$ cat src/rtl/image_buffer_fetch_if.sv
// Bundle of the image_buffer_fetch control, SRAM read and pixel stream signals.
// The fetch block owns the master view; its environment uses the slave view.
interface image_buffer_fetch_if;
   logic        start;
   logic        buf_sel;
   logic        start_ack;
   logic        done;
   logic        done_ack;
   logic [17:0] addr;
   logic        addr_valid;
   logic        addr_ready;
   logic [31:0] data;
   logic        data_valid;
   logic        data_ready;
   logic [7:0]  pixel;
   logic        pixel_valid;
   logic        pixel_ready;

   modport master (
      input  start, buf_sel, done_ack, addr_ready, data, data_valid, pixel_ready,
      output start_ack, done, addr, addr_valid, data_ready, pixel, pixel_valid
   );

   modport slave (
      output start, buf_sel, done_ack, addr_ready, data, data_valid, pixel_ready,
      input  start_ack, done, addr, addr_valid, data_ready, pixel, pixel_valid
   );
endinterface

$ cat src/rtl/image_buffer_fetch.sv
// SRAM read client: fetches one frame of 4-pixel words and streams it as 8-bit pixels.
// Reads are credit limited so the returned-word FIFO can never overflow.
module image_buffer_fetch #(
   parameter int unsigned N_PIXEL    = 480000,
   parameter logic [17:0] BASE_ADDR0 = 18'h00000,
   parameter logic [17:0] BASE_ADDR1 = 18'h20000,
   parameter int unsigned FIFO_DEPTH = 8
) (
   input logic                  clock,
   input logic                  reset_n,
   image_buffer_fetch_if.master bus
);

   localparam int unsigned    PtrW   = $clog2(FIFO_DEPTH);
   localparam int unsigned    CntW   = PtrW + 1;
   localparam logic [17:0]    NWords = 18'(N_PIXEL / 4);
   localparam logic [CntW-1:0] Depth = CntW'(FIFO_DEPTH);

   typedef enum logic [1:0] {StIdle, StFetch, StDone} state_e;

   state_e            state_q, state_d;
   logic [17:0]       base_q, base_d;
   logic [17:0]       issued_q, issued_d;
   logic [17:0]       popped_q, popped_d;
   logic [CntW-1:0]   outst_q, outst_d;
   logic [CntW-1:0]   count_q, count_d;
   logic [PtrW-1:0]   wr_ptr_q, wr_ptr_d;
   logic [PtrW-1:0]   rd_ptr_q, rd_ptr_d;
   logic [1:0]        lane_q, lane_d;
   logic              start_ack_q, start_ack_d;
   logic [31:0]       mem_q [FIFO_DEPTH];
   logic [31:0]       mem_d [FIFO_DEPTH];

   logic              fetch;
   logic [CntW-1:0]   used;
   logic              addr_valid;
   logic              issue;
   logic              push;
   logic              pixel_valid;
   logic              pop_px;
   logic              pop_word;
   logic              last;
   logic [31:0]       head;
   logic [7:0]        lane_byte;

   // Handshake qualifiers and output decode, all derived from registered state.
   always_comb begin
      fetch       = (state_q == StFetch);
      used        = outst_q + count_q;
      addr_valid  = fetch && (issued_q < NWords) && (used < Depth);
      issue       = addr_valid && bus.addr_ready;
      push        = fetch && bus.data_valid;
      pixel_valid = fetch && (count_q != '0);
      pop_px      = pixel_valid && bus.pixel_ready;
      pop_word    = pop_px && (lane_q == 2'd3);
      last        = pop_word && (popped_q == NWords - 18'd1);
      head        = mem_q[rd_ptr_q];
      lane_byte   = 8'd0;
      unique case (lane_q)
         2'd0: lane_byte = head[7:0];
         2'd1: lane_byte = head[15:8];
         2'd2: lane_byte = head[23:16];
         2'd3: lane_byte = head[31:24];
      endcase
      bus.start_ack   = start_ack_q;
      bus.done        = (state_q == StDone);
      bus.addr        = fetch ? (base_q + issued_q) : 18'd0;
      bus.addr_valid  = addr_valid;
      bus.data_ready  = fetch;
      bus.pixel_valid = pixel_valid;
      bus.pixel       = pixel_valid ? lane_byte : 8'd0;
   end

   // Next-state: frame FSM, read/return counters, FIFO and byte lane.
   always_comb begin
      state_d     = state_q;
      base_d      = base_q;
      issued_d    = issued_q;
      popped_d    = popped_q;
      outst_d     = outst_q;
      count_d     = count_q;
      wr_ptr_d    = wr_ptr_q;
      rd_ptr_d    = rd_ptr_q;
      lane_d      = lane_q;
      start_ack_d = 1'b0;
      mem_d       = mem_q;
      unique case (state_q)
         StIdle: begin
            if (bus.start) begin
               start_ack_d = 1'b1;
               base_d      = bus.buf_sel ? BASE_ADDR1 : BASE_ADDR0;
               issued_d    = '0;
               popped_d    = '0;
               outst_d     = '0;
               count_d     = '0;
               wr_ptr_d    = '0;
               rd_ptr_d    = '0;
               lane_d      = '0;
               state_d     = StFetch;
            end
         end
         StFetch: begin
            if (issue) issued_d = issued_q + 18'd1;
            // Issue and return in the same cycle cancel out.
            outst_d = outst_q + CntW'(issue) - CntW'(push);
            count_d = count_q + CntW'(push) - CntW'(pop_word);
            if (push) begin
               mem_d[wr_ptr_q] = bus.data;
               wr_ptr_d        = wr_ptr_q + 1'b1;
            end
            if (pop_px) lane_d = lane_q + 2'd1;
            if (pop_word) begin
               rd_ptr_d = rd_ptr_q + 1'b1;
               popped_d = popped_q + 18'd1;
            end
            if (last) state_d = StDone;
         end
         StDone: begin
            if (bus.done_ack) state_d = StIdle;
         end
         default: state_d = StIdle;
      endcase
   end

   // State registers; reset aborts any frame in progress.
   always_ff @(posedge clock or negedge reset_n) begin
      if (!reset_n) begin
         state_q     <= StIdle;
         base_q      <= '0;
         issued_q    <= '0;
         popped_q    <= '0;
         outst_q     <= '0;
         count_q     <= '0;
         wr_ptr_q    <= '0;
         rd_ptr_q    <= '0;
         lane_q      <= '0;
         start_ack_q <= 1'b0;
         mem_q       <= '{default: '0};
      end else begin
         state_q     <= state_d;
         base_q      <= base_d;
         issued_q    <= issued_d;
         popped_q    <= popped_d;
         outst_q     <= outst_d;
         count_q     <= count_d;
         wr_ptr_q    <= wr_ptr_d;
         rd_ptr_q    <= rd_ptr_d;
         lane_q      <= lane_d;
         start_ack_q <= start_ack_d;
         mem_q       <= mem_d;
      end
   end

   // A returned word while the FIFO is full means the arbiter broke the credit protocol.
   assert property (@(posedge clock) disable iff (!reset_n) !(push && (count_q == Depth)));

endmodule

$ cat src/flat_wrapper.sv
// flat-port wrapper written by rule: the top's interface ports become plain ports
module image_buffer_fetch_flat 
#(
   parameter int unsigned N_PIXEL    = 480000,
   parameter logic [17:0] BASE_ADDR0 = 18'h00000,
   parameter logic [17:0] BASE_ADDR1 = 18'h20000,
   parameter int unsigned FIFO_DEPTH = 8
)
  (clock, reset_n, bus_start, bus_buf_sel, bus_done_ack, bus_addr_ready, bus_data, bus_data_valid, bus_pixel_ready, bus_start_ack, bus_done, bus_addr, bus_addr_valid, bus_data_ready, bus_pixel, bus_pixel_valid);
  image_buffer_fetch_if bus_i ();
  input logic clock;
  input logic reset_n;
  input wire logic [$bits(bus_i.start)-1:0] bus_start;
  input wire logic [$bits(bus_i.buf_sel)-1:0] bus_buf_sel;
  input wire logic [$bits(bus_i.done_ack)-1:0] bus_done_ack;
  input wire logic [$bits(bus_i.addr_ready)-1:0] bus_addr_ready;
  input wire logic [$bits(bus_i.data)-1:0] bus_data;
  input wire logic [$bits(bus_i.data_valid)-1:0] bus_data_valid;
  input wire logic [$bits(bus_i.pixel_ready)-1:0] bus_pixel_ready;
  output wire logic [$bits(bus_i.start_ack)-1:0] bus_start_ack;
  output wire logic [$bits(bus_i.done)-1:0] bus_done;
  output wire logic [$bits(bus_i.addr)-1:0] bus_addr;
  output wire logic [$bits(bus_i.addr_valid)-1:0] bus_addr_valid;
  output wire logic [$bits(bus_i.data_ready)-1:0] bus_data_ready;
  output wire logic [$bits(bus_i.pixel)-1:0] bus_pixel;
  output wire logic [$bits(bus_i.pixel_valid)-1:0] bus_pixel_valid;
  assign bus_i.start = bus_start;
  assign bus_i.buf_sel = bus_buf_sel;
  assign bus_i.done_ack = bus_done_ack;
  assign bus_i.addr_ready = bus_addr_ready;
  assign bus_i.data = bus_data;
  assign bus_i.data_valid = bus_data_valid;
  assign bus_i.pixel_ready = bus_pixel_ready;
  assign bus_start_ack = bus_i.start_ack;
  assign bus_done = bus_i.done;
  assign bus_addr = bus_i.addr;
  assign bus_addr_valid = bus_i.addr_valid;
  assign bus_data_ready = bus_i.data_ready;
  assign bus_pixel = bus_i.pixel;
  assign bus_pixel_valid = bus_i.pixel_valid;
  image_buffer_fetch #(.N_PIXEL(N_PIXEL), .BASE_ADDR0(BASE_ADDR0), .BASE_ADDR1(BASE_ADDR1), .FIFO_DEPTH(FIFO_DEPTH)) u_core (.clock(clock), .reset_n(reset_n), .bus(bus_i));
endmodule
$ cat config.mk
export PLATFORM = sky130hd
export DESIGN_NAME = image_buffer_fetch_flat
export DESIGN_NICKNAME = d
export VERILOG_FILES = /design/src/rtl/image_buffer_fetch_if.sv /design/src/rtl/image_buffer_fetch.sv /design/src/flat_wrapper.sv
export SDC_FILE = /design/constraint.sdc
export NUM_CORES = 1
export LEC_CHECK = 0
export BUFFER_PORTS_ARGS = -buffer_cell sky130_fd_sc_hd__buf_4
export CORE_UTILIZATION = 30
export CTS_CLUSTER_DIAMETER = 150
export DETAILED_ROUTE_END_ITERATION = 7
export PLACE_DENSITY = 0.42
export SETUP_SLACK_MARGIN = 0.3
export SYNTH_ARGS = -nofsm -noshare
export SYNTH_HDL_FRONTEND = slang
export SYNTH_SLANG_ARGS = --single-unit
export TNS_END_PERCENT = 10
$ cat constraint.sdc
create_clock -name clock -period 5.6 [get_ports clock]
set_clock_uncertainty 0.05 [all_clocks]
set_input_delay 0.56 -clock clock [delete_from_list [all_inputs] [get_ports clock]]
set_output_delay 0.56 -clock clock [all_outputs]
set_load 0.02 [all_outputs]
==> impl_table.tex <==
\begin{tabular}{lr}
\hline
Metric & Value \\
\hline
\multicolumn{2}{l}{\textbf{Floorplanning}} \\
Top-level I/O count & 71 \\
Core footprint & 48,800 um\^{}2 \\
Area of the die & 50,300 um\^{}2 \\
Initial Util & 30.3\% \\
Floorplan row count & 81 \\
Width of the die & 224 um \\
Die span in y & 224 um \\
\multicolumn{2}{l}{\textbf{CTS}} \\
Clock buffer count from CTS & 39 \\
Number of levels in the clock H-tree & 2 \\
Post-CTS setup-driven buffer insertion count & 0 \\
TritonCTS clock tree & done \\
Buffer depth of the longest clock path & 3 \\
Buffer type at the clock tree root & sky130\_fd\_sc\_hd\_\_clkbuf\_16 \\
Worst-skew pair later-pin latency & 0.56 ns \\
Clock sink count & 312 \\
Clock transition time at the flip-flop clock pins of the worst setup and hold paths & 0.06 ns \\
\multicolumn{2}{l}{\textbf{Route}} \\
Antenna-violating nets left & 0 \\
Count of vias placed by the detailed router & 9,082 \\
Average wire per standard cell & 21.2 um \\
DRC violations left & 0 \\
Number of DRC violations after detailed-routing iteration 0 & 435 \\
Routed via count divided by cell count & 4.97 \\
Aggregate routed wire length & 38,800 um \\
Number of iterations in the first detailed-routing pass & 4 \\
\multicolumn{2}{l}{\textbf{Power and ir drop}} \\
Sw Pwr & 3.22 mW \\
Total power & 9.87 mW \\
Power density normalized to cell area & 569 nW/um\^{}2 \\
Internal Pwr Total & 6.65 mW \\
Leakage & 7.33 nW \\
Peak VDD IR & 0.206 mV \\
Sequential cell fraction of total power & 39.3\% \\
Clock share of power & 25.2\% \\
Net switching share of the total power & 32.6\% \\
Fraction of power consumed by combinational cells & 35.5\% \\
\multicolumn{2}{l}{\textbf{Critical path}} \\
Critical path launch point type & flip-flop \\
Kind of end point of the critical path & output port \\
Critical-path maximum fanout & 35 \\
Arrival time reported for the critical path endpoint & 3.54 ns \\
Setup Crit Path Kind & reg -> out \\
WP data required & 4.99 ns \\
\multicolumn{2}{l}{\textbf{Layout}} \\
Filler Cells Inserted & 4,838 \\
FF+latch area & 7820 um\^{}2 \\
Final Non-Filler Cells & 1,826 \\
Final standard cell utilization of the core & 35.5\% \\
Area occupied by multi-input gates & 6630 um\^{}2 \\
Commonest cells after routing, fill and taps aside & 310 x sky130\_fd\_sc\_hd\_\_dfrtp\_1, 256 x sky130\_fd\_sc\_hd\_\_mux2\_2, 85 x sky130\_fd\_sc\_hd\_\_buf\_4, 58 x sky130\_fd\_sc\_hd\_\_mux4\_2, 50 x sky130\_fd\_sc\_hd\_\_nand2\_1 \\
P\&R area growth vs syn & 17.1\% \\
Proportion of layout cells with a drive suffix above 1 & 41.4\% \\
Antenna cells & 0 \\
Most common library cell in the layout ignoring fill and taps & sky130\_fd\_sc\_hd\_\_dfrtp\_1 \\
Nets & 1,197 \\
\multicolumn{2}{l}{\textbf{GRT}} \\
Antenna violations before repair & 0 \\
Wire length of the first global-routing pass & 60,900 um \\
Final global-route overflow total & 0 \\
Tot GR Track Use & 16.1\% \\
Pin count of the biggest net entering global routing & 103 \\
Number of global-route vias before repair & 9,663 \\
\multicolumn{2}{l}{\textbf{Place}} \\
Routability Congestion & 0.698 \\
Quantity of I/O buffers inserted on ports & 70 \\
Setup Slack @ Placement & 1.98 ns \\
Final HPWL from detailed placement & 23,900 um \\
DP Cell Count & 1,758 \\
\multicolumn{2}{l}{\textbf{Logic synthesis}} \\
Dominant register cell in the synthesized netlist & sky130\_fd\_sc\_hd\_\_dfrtp\_1 \\
Proportion of synthesized chip area in sequential cells & 52.7\% \\
Syn Nets & 1,129 \\
Distinct cells, synth & 62 \\
Fraction of registers with async set/reset & 100\% \\
Average cell area after synthesis & 13.9 um\^{}2 \\
Count of flip-flops with a built-in enable after synthesis & 0 \\
Synth Warn \# & 0 \\
Number of synthesized register bits & 312 \\
Synth Cell Area & 14,800 um\^{}2 \\
Number of instances in the synthesized netlist & 1,068 \\
\multicolumn{2}{l}{\textbf{Min path}} \\
Hold crit path type & in -> reg \\
\multicolumn{2}{l}{\textbf{Timing}} \\
Fin. max-slew vios & 0 \\
Minimum setup slack in the final design & 1.45 ns \\
Achievable clock frequency & 241 MHz \\
Setup TNS & 0 ns \\
Share of the clock period used by the worst path & 74.1\% \\
Worst slew margin & 25.3\% \\
Setup repair after global routing missed its margin & no \\
Post-route minimum period & 4.15 ns \\
Final-report setup violation count & 0 \\
Final hold vios & 0 \\
Slew at the pin with the worst max-slew slack & 1.12 ns \\
\multicolumn{2}{l}{\textbf{Run status}} \\
Run status & complete, no violations \\
\multicolumn{2}{l}{\textbf{Run}} \\
Max-capacitance violation count & 0 \\
\hline
\end{tabular}
[synthesized netlist by cell type (19+ instances only)]
cell | n | area [um^2]
sky130_fd_sc_hd__dfrtp_1 | 312 | 7810
sky130_fd_sc_hd__mux2_2 | 256 | 2880
sky130_fd_sc_hd__mux4_2 | 58 | 1310
sky130_fd_sc_hd__nand2_1 | 51 | 191
sky130_fd_sc_hd__nor2_1 | 33 | 124
sky130_fd_sc_hd__buf_2 | 27 | 135
sky130_fd_sc_hd__mux2i_1 | 24 | 240
sky130_fd_sc_hd__inv_1 | 22 | 82.6
sky130_fd_sc_hd__and2_1 | 21 | 131
sky130_fd_sc_hd__clkbuf_1 | 20 | 75.1
sky130_fd_sc_hd__nand3_1 | 20 | 100
sky130_fd_sc_hd__ha_1 | 19 | 238
[layer usage]
layer  track usage [%]  wire length (um)  up-vias
met3              3.19              1530       46
met1              22.7             18800     4815
li1                  -                 -     4096
met5                 0                 0        -
met2              25.1             17800      125
met4              4.15               697        0
[cell families after synthesis]
| group | share of synthesized area (%) |
|---|---|
| mux | 30.0 |
| flops | 52.7 |
| fa+ha+maj | 1.88 |
| compound gates | 4.65 |
| buf+inv | 2.78 |
| simple gates | 6.64 |
| xor+xnor | 1.36 |
[worst max-delay path: stages, from the launching register on]
cell	delay, ns
sky130_fd_sc_hd__dfrtp_4	0.82
sky130_fd_sc_hd__buf_4	0.50
sky130_fd_sc_hd__mux2i_1	0.35
sky130_fd_sc_hd__o22ai_1	0.12
sky130_fd_sc_hd__a211oi_1	0.54
sky130_fd_sc_hd__o211ai_1	0.24
sky130_fd_sc_hd__and3_1	0.25
sky130_fd_sc_hd__buf_4	0.16
[metrics by stage]
step	area, um^2	hold WS [ns]
6_report	17300	0.150
5_1_grt	17300	0.156
4_1_cts	17300	0.117
3_5_place_dp	16100	0.428
3_3_place_gp	16100	0.423
2_1_floorplan	14800	0.214
[final timing paths]
check | startpoint | endpoint | slack (ns) | cells past startpoint
max in group asynchronous | reset_n | u_core.rd_ptr_q[0] | 3.65 | 3
worst min-delay path | bus_buf_sel | u_core.base_q[17] | 0.15 | 3
worst max-delay path | u_core.rd_ptr_q[1] | bus_pixel[3] | 1.45 | 7
worst max register to register | u_core.state_q[1] | u_core.mem_q[25] | 2.13 | 8
worst min register to register | u_core.mem_q[168] | u_core.mem_q[168] | 0.44 | 1
min in group asynchronous | reset_n | u_core.mem_q[205] | 0.51 | 2
[registers in the layout (all words and copies together) (netlist names)]
name,cells
u_core.bus.start_ack,1
u_core.issued_q,18
u_core.outst_q,4
u_core.count_q,4
u_core.wr_ptr_q,3
u_core.popped_q,18
u_core.mem_q,256
u_core.state_q,2
u_core.rd_ptr_q,3
u_core.base_q,1
u_core.lane_q,2
[timing repair]
| action | in CTS | in global routing |
|---|---|---|
| gates resized for setup | 0 | 0 |
| hold buffers | 1 | 0 |
| hold endpoints to repair | 63 | 0 |
[power by group through the flow]
stage / clock [mW] / combinational, mW / sequential, mW
floorplan: 0 / 2.73 / 3.61
global placement: 0 / 3.52 / 3.91
detailed placement: 0 / 3.58 / 3.92
CTS: 2.59 / 3.58 / 3.89
global route: 2.68 / 3.83 / 4.03
finish: 2.49 / 3.51 / 3.88
[layout make-up]
type                            count  share of cell area, %
Multi-Input combinational cell    668                   38.2
Clock inverter                     11                  0.714
Tap cell                          664                   4.79
Sequential cell                   312                   45.0
Timing Repair Buffer               90                   4.17
Inverter                           25                  0.541
Clock buffer                       56                   6.53
No activity file was read; power rests on OpenSTA's default activity.
